$ cat src/rtl/imem_pkg.sv
// Shared constants and helpers for the instruction-memory read arbiter.
package imem_pkg;
  localparam int IMEM_ADDR_W = 7;
  localparam int IMEM_DATA_W = 32;

  localparam logic REQ_FETCH = 1'b0;
  localparam logic REQ_DBG   = 1'b1;

  function automatic logic addr_misaligned(input logic [1:0] lsb);
    return lsb != 2'b00;
  endfunction
endpackage

$ cat src/rtl/imem_rsp_slot.sv
// One-deep registered response slot; the requester pops it with rsp_ready.
module imem_rsp_slot #(
  parameter int DATA_W = 32
) (
  input  logic              clk,
  input  logic              rst_n,
  input  logic              load_i,
  input  logic              err_i,
  input  logic [DATA_W-1:0] data_i,
  input  logic              pop_i,
  output logic              free_o,
  output logic              valid_o,
  output logic [DATA_W-1:0] data_o,
  output logic              err_o
);
  logic              valid_q, valid_d;
  logic [DATA_W-1:0] data_q, data_d;
  logic              err_q, err_d;

  // A pop and a refill may land on the same edge, keeping full throughput.
  assign free_o = !valid_q || pop_i;

  always_comb begin
    valid_d = valid_q;
    data_d  = data_q;
    err_d   = err_q;
    if (load_i) begin
      valid_d = 1'b1;
      data_d  = err_i ? '0 : data_i;
      err_d   = err_i;
    end else if (valid_q && pop_i) begin
      valid_d = 1'b0;
    end
  end

  always_ff @(posedge clk or negedge rst_n) begin
    if (!rst_n) begin
      valid_q <= 1'b0;
      data_q  <= '0;
      err_q   <= 1'b0;
    end else begin
      valid_q <= valid_d;
      data_q  <= data_d;
      err_q   <= err_d;
    end
  end

  assign valid_o = valid_q;
  assign data_o  = data_q;
  assign err_o   = err_q;
endmodule

$ cat src/rtl/imem_rr_arbiter.sv
// Round-robin arbiter sharing one combinational imem read port between
// the fetch unit (requester 0) and the debug/loader path (requester 1).
module imem_rr_arbiter
  import imem_pkg::*;
#(
  parameter int ADDR_W    = IMEM_ADDR_W,
  parameter int DATA_W    = IMEM_DATA_W,
  parameter int ALIGN_CHK = 1
) (
  input  logic              clk,
  input  logic              rst_n,
  input  logic              req0_valid,
  input  logic [ADDR_W-1:0] req0_addr,
  output logic              req0_ready,
  output logic              rsp0_valid,
  output logic [DATA_W-1:0] rsp0_data,
  output logic              rsp0_err,
  input  logic              rsp0_ready,
  input  logic              req1_valid,
  input  logic [ADDR_W-1:0] req1_addr,
  output logic              req1_ready,
  output logic              rsp1_valid,
  output logic [DATA_W-1:0] rsp1_data,
  output logic              rsp1_err,
  input  logic              rsp1_ready,
  output logic [ADDR_W-1:0] r_addr_imem,
  input  logic [DATA_W-1:0] r_data_imem
);
  logic              last_gnt_q, last_gnt_d;
  logic [ADDR_W-1:0] addr_q;
  logic              free0, free1, elig0, elig1, gnt0, gnt1;
  logic              mis0, mis1;

  assign elig0 = req0_valid && free0;
  assign elig1 = req1_valid && free1;

  // On a tie the requester that did not win last time goes first.
  assign gnt0 = elig0 && (!elig1 || (last_gnt_q == REQ_DBG));
  assign gnt1 = elig1 && (!elig0 || (last_gnt_q == REQ_FETCH));

  assign req0_ready = gnt0;
  assign req1_ready = gnt1;

  assign mis0 = (ALIGN_CHK != 0) && addr_misaligned(req0_addr[1:0]);
  assign mis1 = (ALIGN_CHK != 0) && addr_misaligned(req1_addr[1:0]);

  always_comb begin
    r_addr_imem = addr_q;
    last_gnt_d  = last_gnt_q;
    if (gnt0) begin
      r_addr_imem = req0_addr;
      last_gnt_d  = REQ_FETCH;
    end else if (gnt1) begin
      r_addr_imem = req1_addr;
      last_gnt_d  = REQ_DBG;
    end
  end

  always_ff @(posedge clk or negedge rst_n) begin
    if (!rst_n) begin
      last_gnt_q <= REQ_DBG;
      addr_q     <= '0;
    end else begin
      last_gnt_q <= last_gnt_d;
      addr_q     <= r_addr_imem;
    end
  end

  imem_rsp_slot #(.DATA_W(DATA_W)) u_slot0 (
    .clk     (clk),
    .rst_n   (rst_n),
    .load_i  (gnt0),
    .err_i   (mis0),
    .data_i  (r_data_imem),
    .pop_i   (rsp0_ready),
    .free_o  (free0),
    .valid_o (rsp0_valid),
    .data_o  (rsp0_data),
    .err_o   (rsp0_err)
  );

  imem_rsp_slot #(.DATA_W(DATA_W)) u_slot1 (
    .clk     (clk),
    .rst_n   (rst_n),
    .load_i  (gnt1),
    .err_i   (mis1),
    .data_i  (r_data_imem),
    .pop_i   (rsp1_ready),
    .free_o  (free1),
    .valid_o (rsp1_valid),
    .data_o  (rsp1_data),
    .err_o   (rsp1_err)
  );
endmodule

$ cat config.mk
export PLATFORM = sky130hd
export DESIGN_NAME = imem_rr_arbiter
export DESIGN_NICKNAME = d
export VERILOG_FILES = /design/src/rtl/imem_pkg.sv /design/src/rtl/imem_rsp_slot.sv /design/src/rtl/imem_rr_arbiter.sv
export SDC_FILE = /design/constraint.sdc
export NUM_CORES = 1
export LEC_CHECK = 0
export CORE_MARGIN = 3
export CORE_UTILIZATION = 30
export CTS_BUF_LIST = sky130_fd_sc_hd__clkbuf_16
export CTS_CLUSTER_SIZE = 8
export DETAILED_ROUTE_END_ITERATION = 10
export RECOVER_POWER = 25
export SETUP_SLACK_MARGIN = 0.1
export SLEW_MARGIN = 25
export SYNTH_ARGS = -nofsm -noshare
export SYNTH_HDL_FRONTEND = slang
export SYNTH_SLANG_ARGS = --single-unit
$ cat constraint.sdc
create_clock -name clk -period 3.21 [get_ports clk]
set_input_delay 0.321 -clock clk [delete_from_list [all_inputs] [get_ports clk]]
set_output_delay 0.321 -clock clk [all_outputs]
set_load 0.05 [all_outputs]
; ---- Word-level counts from Yosys, hierarchy flattened
; Cells that the tools add are included.
[op_classes]
mux = 10
n_reduce_logical = 19
n_bitwise = 1
[ops]
columns = op, n
row1 = 2-to-1 mux 32 bit, 2
row2 = 2-to-1 mux 7 bit, 2
row3 = nonzero test 2 bit, 5
row4 = logical AND 1 bit, 6
row5 = 2-to-1 mux 1 bit, 6
row6 = zero test 1 bit, 4
row7 = logical OR 1 bit, 4
row8 = NOT 1 bit, 1
[word_totals]
input_bits = 52
regBits = 76
out_inout_bits = 77

; ---- Depth between registers and ports, before layout
; Gate-level depths: netlist (run 1).
[logic_depth]
ltp_word = 8
ltp_mapped = 6
depth_no_buf = 3

; ---- By module
; From an unflattened synthesis (run 1), not the netlist that was laid out.
[unflattened]
cells_unflattened = 319
hier_area_um2 = 3480.8
[modules_own_cells]
columns = module, cells_each, seq_area_each_um2, instances, area_per_inst_um2
row1 = imem_rsp_slot, 143, 850.8, 2, 1535.2
row2 = imem_rr_arbiter, 33, 201.4, 1, 410.4

; ---- Least setup slack after synthesis (run 1)
; OpenSTA, ideal clock, no wires.
[synth_timing]
path_kind = register to output
start = register u_slot1.valid_q (netlist: u_slot1.valid_o)
end = output port r_addr_imem[0]
arrival_ps = 2542
path_slack_ps = 347
required_time_ps = 2889
n_path_buf = 1
stages_incl_launch_ff = 5
path_cell_list = dfrtp_1 > nor2b_1 > o311a_1 > buf_2 > a221oi_1
[synth_between]
elab_chain_cells = 7
elab_cells_between_ends = 9
[synth_rtl]
columns = item, line
row1 = "start, declared", imem_rsp_slot.sv:16  ; logic valid_q, valid_d;
row2 = "start signal, assigned", imem_rsp_slot.sv:42  ; valid_q <= valid_d;
row3 = zero test 1 bit (*), imem_rsp_slot.sv:21  ; assign free_o = !valid_q || pop_i;
row4 = logical OR 1 bit (*), imem_rsp_slot.sv:21
row5 = logical AND 1 bit (*), imem_rr_arbiter.sv:35  ; assign elig1 = req1_valid && free1;
row6 = zero test 1 bit, imem_rr_arbiter.sv:38  ; assign gnt0 = elig0 && (!elig1 || (last_gnt_q == REQ_DBG));
row7 = logical OR 1 bit, imem_rr_arbiter.sv:38
row8 = logical AND 1 bit, imem_rr_arbiter.sv:38
row9 = 2-to-1 mux 7 bit (*), imem_rr_arbiter.sv:50  ; if (gnt0) begin
row10 = "end, declared", imem_rr_arbiter.sv:26  ; output logic [ADDR_W-1:0] r_addr_imem,
; Mark *: on every way between the ends. The rest lies on a longest branch, timed or not.

; ---- Worst setup path after layout (run 1)
[layout_timing]
start = input port req1_valid
end = output port r_addr_imem[5]
[layout_between]
elab_chain_cells = 5
elab_cells_between_ends = 7
[layout_rtl]
columns = item, line
row1 = "start, declared", imem_rr_arbiter.sv:19  ; input logic req1_valid,
row2 = logical AND 1 bit (*), imem_rr_arbiter.sv:35
row3 = zero test 1 bit, imem_rr_arbiter.sv:38
row4 = logical OR 1 bit, imem_rr_arbiter.sv:38
row5 = logical AND 1 bit, imem_rr_arbiter.sv:38
row6 = 2-to-1 mux 7 bit (*), imem_rr_arbiter.sv:50
; Marked as above.

==> metrics.yaml, run 1 <==
final_common_cell: "clkdlybuf4s50_1"
drt-pass1-iter-count: 4
peakVddDrop_mv: 0.296
cts_root_buffer: "clkbuf_16"
maxSlewHeadroom_pct: -28.7
cts_sinks: 76
grt.overflow.total: 0
status: "finished, violations left"
tns_ns: 0
drive_above_1_share_pct: 9.27
fill_cells: 1085
end_kind: "output pin"
leakagePower_nw: 2.34
remaining_drc_errors: 0
synth_top_area_cell: "dfrtp_1"
synthTopCellsByArea: "dfrtp_1 (54%), mux2i_1 (19%), inv_1 (8.7%), nand2_1 (6.9%), buf_6 (2.9%)"
numCtsBuffers: 9
post-route-period-util_pct: 84.5
hold_viol: 0
areaGrowthSynthToFinish_pct: 49.3
synth_cell_types: 22
gp_congestion: 0.716
synthCells: 332
holdBufCountCts: 0
crit_fanout: 21
cts_max_level: 3
viasPerCell: 4.41
multi_input_area_um2: 1160
n_antenna_cell: 0
crit_type: "in2out"
route.antenna.remaining_nets: 0
min_period_ns: 2.71
final_cell_mix: "clkdlybuf4s50_1 (118), inv_1 (82), dfrtp_1 (75)"
grt_pass1_wl_um: 15000
hold_path.class: "reg2reg"
ctsResizeCount: 0
wirelength_um: 8960
grt_max_degree: 77
dp_hpwl_um: 6310
die-height_um: 114
drv_slew: 77
clock_latency_ns: 0.33
ys_ff_latch: 76
finalNetCount: 511
start_kind: "primary input"
synth_top_area_share_pct: 53.5
clk_path_buf_depth: 2
syn-cell-area_um2: 3510
grt_pass1_vias: 2880
io_pins: 129
total_power_mw: 3.48
core-area_um2: 11100
setup_viol: 0
antenna_found_initial: 0
row_count: 38
worst_pin_slew_ns: 1.93
rsz0062_at_grt: "false"
die_x_um: 114
numPortBuffers: 128
yosysSeqAreaShare_pct: 54.3
cts_tree: "yes"
register_area_um2: 1900
fmax_mhz: 369
ys_warn_count: 0
required_ns: 2.89
finClkSkew_ns: 0.00464
powerDensity_nw_per_um2: 665
wl_per_cell_um: 14.8
die-area_um2: 13000
post-cts-setup-buffers: 0
syn_nets: 384
drt_iter0_markers: 106
path_clk_slew_ns: 0.06
violations: "capacitance limit, slew limit"
start_util_pct: 31.5
cp.arrival_ns: 2.39
grt_use_total_pct: 14.6
num_vias: 2663
drv_cap: 1
syn_avg_cell_area_um2: 10.6
area by class of cell:
type	count	share of cell area, %
clock buffers	9	4.30
inverters	82	5.88
multi-input cells	155	22.1
repair buffers	135	26.9
flip-flops and latches	76	36.4
clock inverters	7	1.12
well taps	140	3.35
kinds of logic after synthesis:
group	after synthesis	share of synthesized area (%)
AOI/OAI and AO/OA	19	5.96
and+or+nand+nor	70	7.99
buffers and inverters	101	12.9
DFF	76	54.3
muxes	66	18.8
per-stage QoR:
| step | cells | hold slack (ns) | setup WS [ns] | util (%) | cell area [um^2] |
|---|---|---|---|---|---|
| after floorplan | 332 | 0.0254 | 0.347 | - | 3510 |
| after global placement | 588 | 0.505 | 0.563 | 44.5 | 4950 |
| after detailed placement | 588 | 0.509 | 0.531 | 44.5 | 4950 |
| after CTS | 604 | 0.201 | 0.512 | 47.1 | 5240 |
| after global routing | 604 | 0.541 | 0.377 | 47.0 | 5230 |
| final | 604 | 0.519 | 0.499 | 47.0 | 5230 |
critical path, cell delays in order:
cell             delay, ns
clkdlybuf4s50_1       0.65
inv_2                 0.09
o311a_2               0.46
buf_4                 0.26
a221oi_2              0.41
buf_12                0.19
cells in the mapped netlist (all sizes together):
master and number:
clkbuf 7, dfstp 1, a21o 1, nor2b 1, a311oi 1, nor2 2
nand2 64, a31oi 1, dfrtp 75, buf 12, mux2i 66, or2 1
o311a 1, nand2b 2, a21oi 1, a221oi 14, inv 82
registers in the layout (all words and copies together), names as in the netlist:
| register | cells |
|---|---|
| u_slot1.valid_o | 1 |
| addr_q | 7 |
| last_gnt_q | 1 |
| u_slot0.valid_o | 1 |
| u_slot0.err_o | 1 |
| u_slot1.err_o | 1 |
| u_slot0.data_o | 32 |
| u_slot1.data_o | 32 |
routing by layer:
| metal | global-route usage, % | share of wire [%] |
|---|---|---|
| met4 | 4.20 | 1.2 |
| met1 | 19.6 | 45 |
| met2 | 22.6 | 47 |
| met5 | 0 | 0 |
| met3 | 4.86 | 6.9 |
report_power, final:
group	total, mW	internal [mW]	leakage, nW	switching, mW
logic	1.31	0.486	1.21	0.827
clock network	0.970	0.591	0.141	0.379
registers	1.20	1.11	0.989	0.0879
total	3.48	2.18	2.34	1.29
worst paths after layout:
path | start | to | slack (ns) | depth (start not counted)
setup / recovery | req1_valid | r_addr_imem[5] | 0.50 | 6
setup reg to reg | u_slot0.valid_o | u_slot1.data_o[22] | 1.29 | 5
min in group asynchronous | rst_n | u_slot1.valid_o | 0.54 | 1
max in group asynchronous | rst_n | u_slot1.data_o[23] | 1.54 | 1
hold reg to reg | u_slot1.data_o[12] | u_slot1.data_o[12] | 0.52 | 2
hold / removal | u_slot1.data_o[12] | u_slot1.data_o[12] | 0.52 | 2
Power figures use the tool's default switching activity.
==> run 2: changes to the inputs <==
Clock period 3.21 ns to 2.5 ns, I/O delays scaled along.
==> run 2 against run 1 <==
  * The flow now finishes without violations
  * Worst setup slack got worse by 0.28 ns
  * Sequential cell count did not move
  * Routed wire length rose by 2.3%
  * Critical path depth did not move
  * Register-to-register slack got worse by 0.74 ns
  * Final cell count rose by 0.99%
  * Worst hold slack got worse by 0.017 ns
  * Clock power rose by 33%
  * Sequential power rose by 28%
==> metrics.yaml, run 2 (synthesis results as in run 1) <==
final_cell_mix: "clkdlybuf4s50_1 (117), inv_1 (81), dfrtp_1 (75)"
remaining_drc_errors: 0
post-route-period-util_pct: 91.4
drive_above_1_share_pct: 11.1
die-height_um: 114
cts_tree: "yes"
drv_cap: 0
hold_path.class: "in2reg"
clockPowerShare_pct: 28.3
rsz0062_at_grt: "true"
finalNetCount: 517
areaGrowthSynthToFinish_pct: 53.4
grt_pass1_vias: 2843
finClkSkew_ns: 0.00331
wl_per_cell_um: 15.0
timing.hold.ws_ns: 0.502
cts_max_level: 3
peakVddDrop_mv: 0.475
gp_congestion: 0.744
crit_type: "in2out"
dp_hpwl_um: 6500
crit_fanout: 15
die_x_um: 114
grt_use_total_pct: 14.6
start_util_pct: 31.5
worst_pin_slew_ns: 1.02
drv_slew: 0
num_vias: 2668
status: "finished clean"
fin_area_um2: 5380
io_pins: 129
comb_power_share_pct: 38.2
die-area_um2: 13000
path_clk_slew_ns: 0.06
p_seq_share_pct: 33.6
antenna_found_initial: 0
setup_viol: 0
clock_latency_ns: 0.33
route.antenna.remaining_nets: 0
grt_pass1_wl_um: 14900
viasPerCell: 4.37
clk_path_buf_depth: 2
utilization_pct: 48.3
fill_cells: 1083
wirelength_um: 9170
n_antenna_cell: 0
min_period_ns: 2.29
row_count: 38
hold_viol: 0
fmax_mhz: 438
leakagePower_nw: 2.39
cp.arrival_ns: 2.04
required_ns: 2.25
power.switching_mw: 1.72
placed_area_um2: 5070
cts_sinks: 76
end_kind: "output pin"
total_power_mw: 4.57
final_common_cell: "clkdlybuf4s50_1"
numPortBuffers: 128
p_int_mw: 2.85
numCtsBuffers: 9
drt_iter0_markers: 78
powerDensity_nw_per_um2: 849
core-area_um2: 11100
drt-pass1-iter-count: 4
grt_max_degree: 40
maxSlewHeadroom_pct: 32.2
cts_root_buffer: "clkbuf_16"
start_kind: "primary input"
switching_share_pct: 37.6
grt.overflow.total: 0
tns_ns: 0
## run 2: cell types whose count changed in the layout (fill, tap and decap cells not counted), moves of 2 or more
cell / previous run / this run
a221oi_2: 5 / 1
a221oi_4: 0 / 5
buf_12: 8 / 10
buf_4: 8 / 11
clkinv_1: 2 / 0
clkinvlp_4: 1 / 3
dlygate4sd3_1: 0 / 2
## run 2: area by class of cell
cell class                      instances  area, um^2  area share (%)
Sequential cell                        76        1900            35.4
Inverter                               82         308            5.72
Timing Repair Buffer                  141        1480            27.5
Tap cell                              140         175            3.26
Multi-Input combinational cell        155        1220            22.7
Clock inverter                          7        67.6            1.26
Clock buffer                            9         225            4.19
## run 2: final timing paths
kind                                    from                 end  slack, ns  cells after the start
setup / recovery                  rsp1_ready      r_addr_imem[1]       0.21                      6
hold / removal                r_data_imem[7]   u_slot0.data_o[7]       0.50                      3
setup reg to reg             u_slot1.valid_o  u_slot1.data_o[16]       0.55                      5
hold reg to reg            u_slot0.data_o[9]   u_slot0.data_o[9]       0.52                      2
max in group asynchronous              rst_n          last_gnt_q       1.04                      3
min in group asynchronous              rst_n           addr_q[3]       0.62                      2
## run 2: per-layer routing
metal	global-route usage (%)	share of wire (%)	vias to the layer above
met4	4.12	1.0	0
met5	0	0	-
met3	4.70	6.9	9
met1	19.2	45	1284
li1	-	-	1294
met2	23.1	47	81
## run 2: timing repair
action                                  4_1_cts  5_1_grt
setup buffers                                 0        0
hold buffers                                  1        0
hold endpoints to repair                     38        0
resized for setup                             0        1
endpoints found under the setup margin        0        1
## run 2: critical path, cell delays in order
cell	delay, ns
dlygate4sd3_1	0.54
nor2b_1	0.27
a311oi_4	0.11
buf_4	0.28
a221oi_4	0.39
buf_12	0.18
## run 2: through the flow
stage,setup slack [ns],std cells
2_1_floorplan,-0.302,332
3_3_place_gp,0.278,593
3_5_place_dp,0.214,593
4_1_cts,0.161,610
5_1_grt,0.0995,610
6_report,0.214,610
## run 2: power groups by stage
stage               sequential [mW]  combinational [mW]  clock [mW]
floorplan                      2.10               0.539           0
global placement               1.55                1.74           0
detailed placement             1.55                1.76           0
CTS                            1.54                1.76        1.33
global route                   1.56                1.84        1.38
finish                         1.53                1.74        1.29
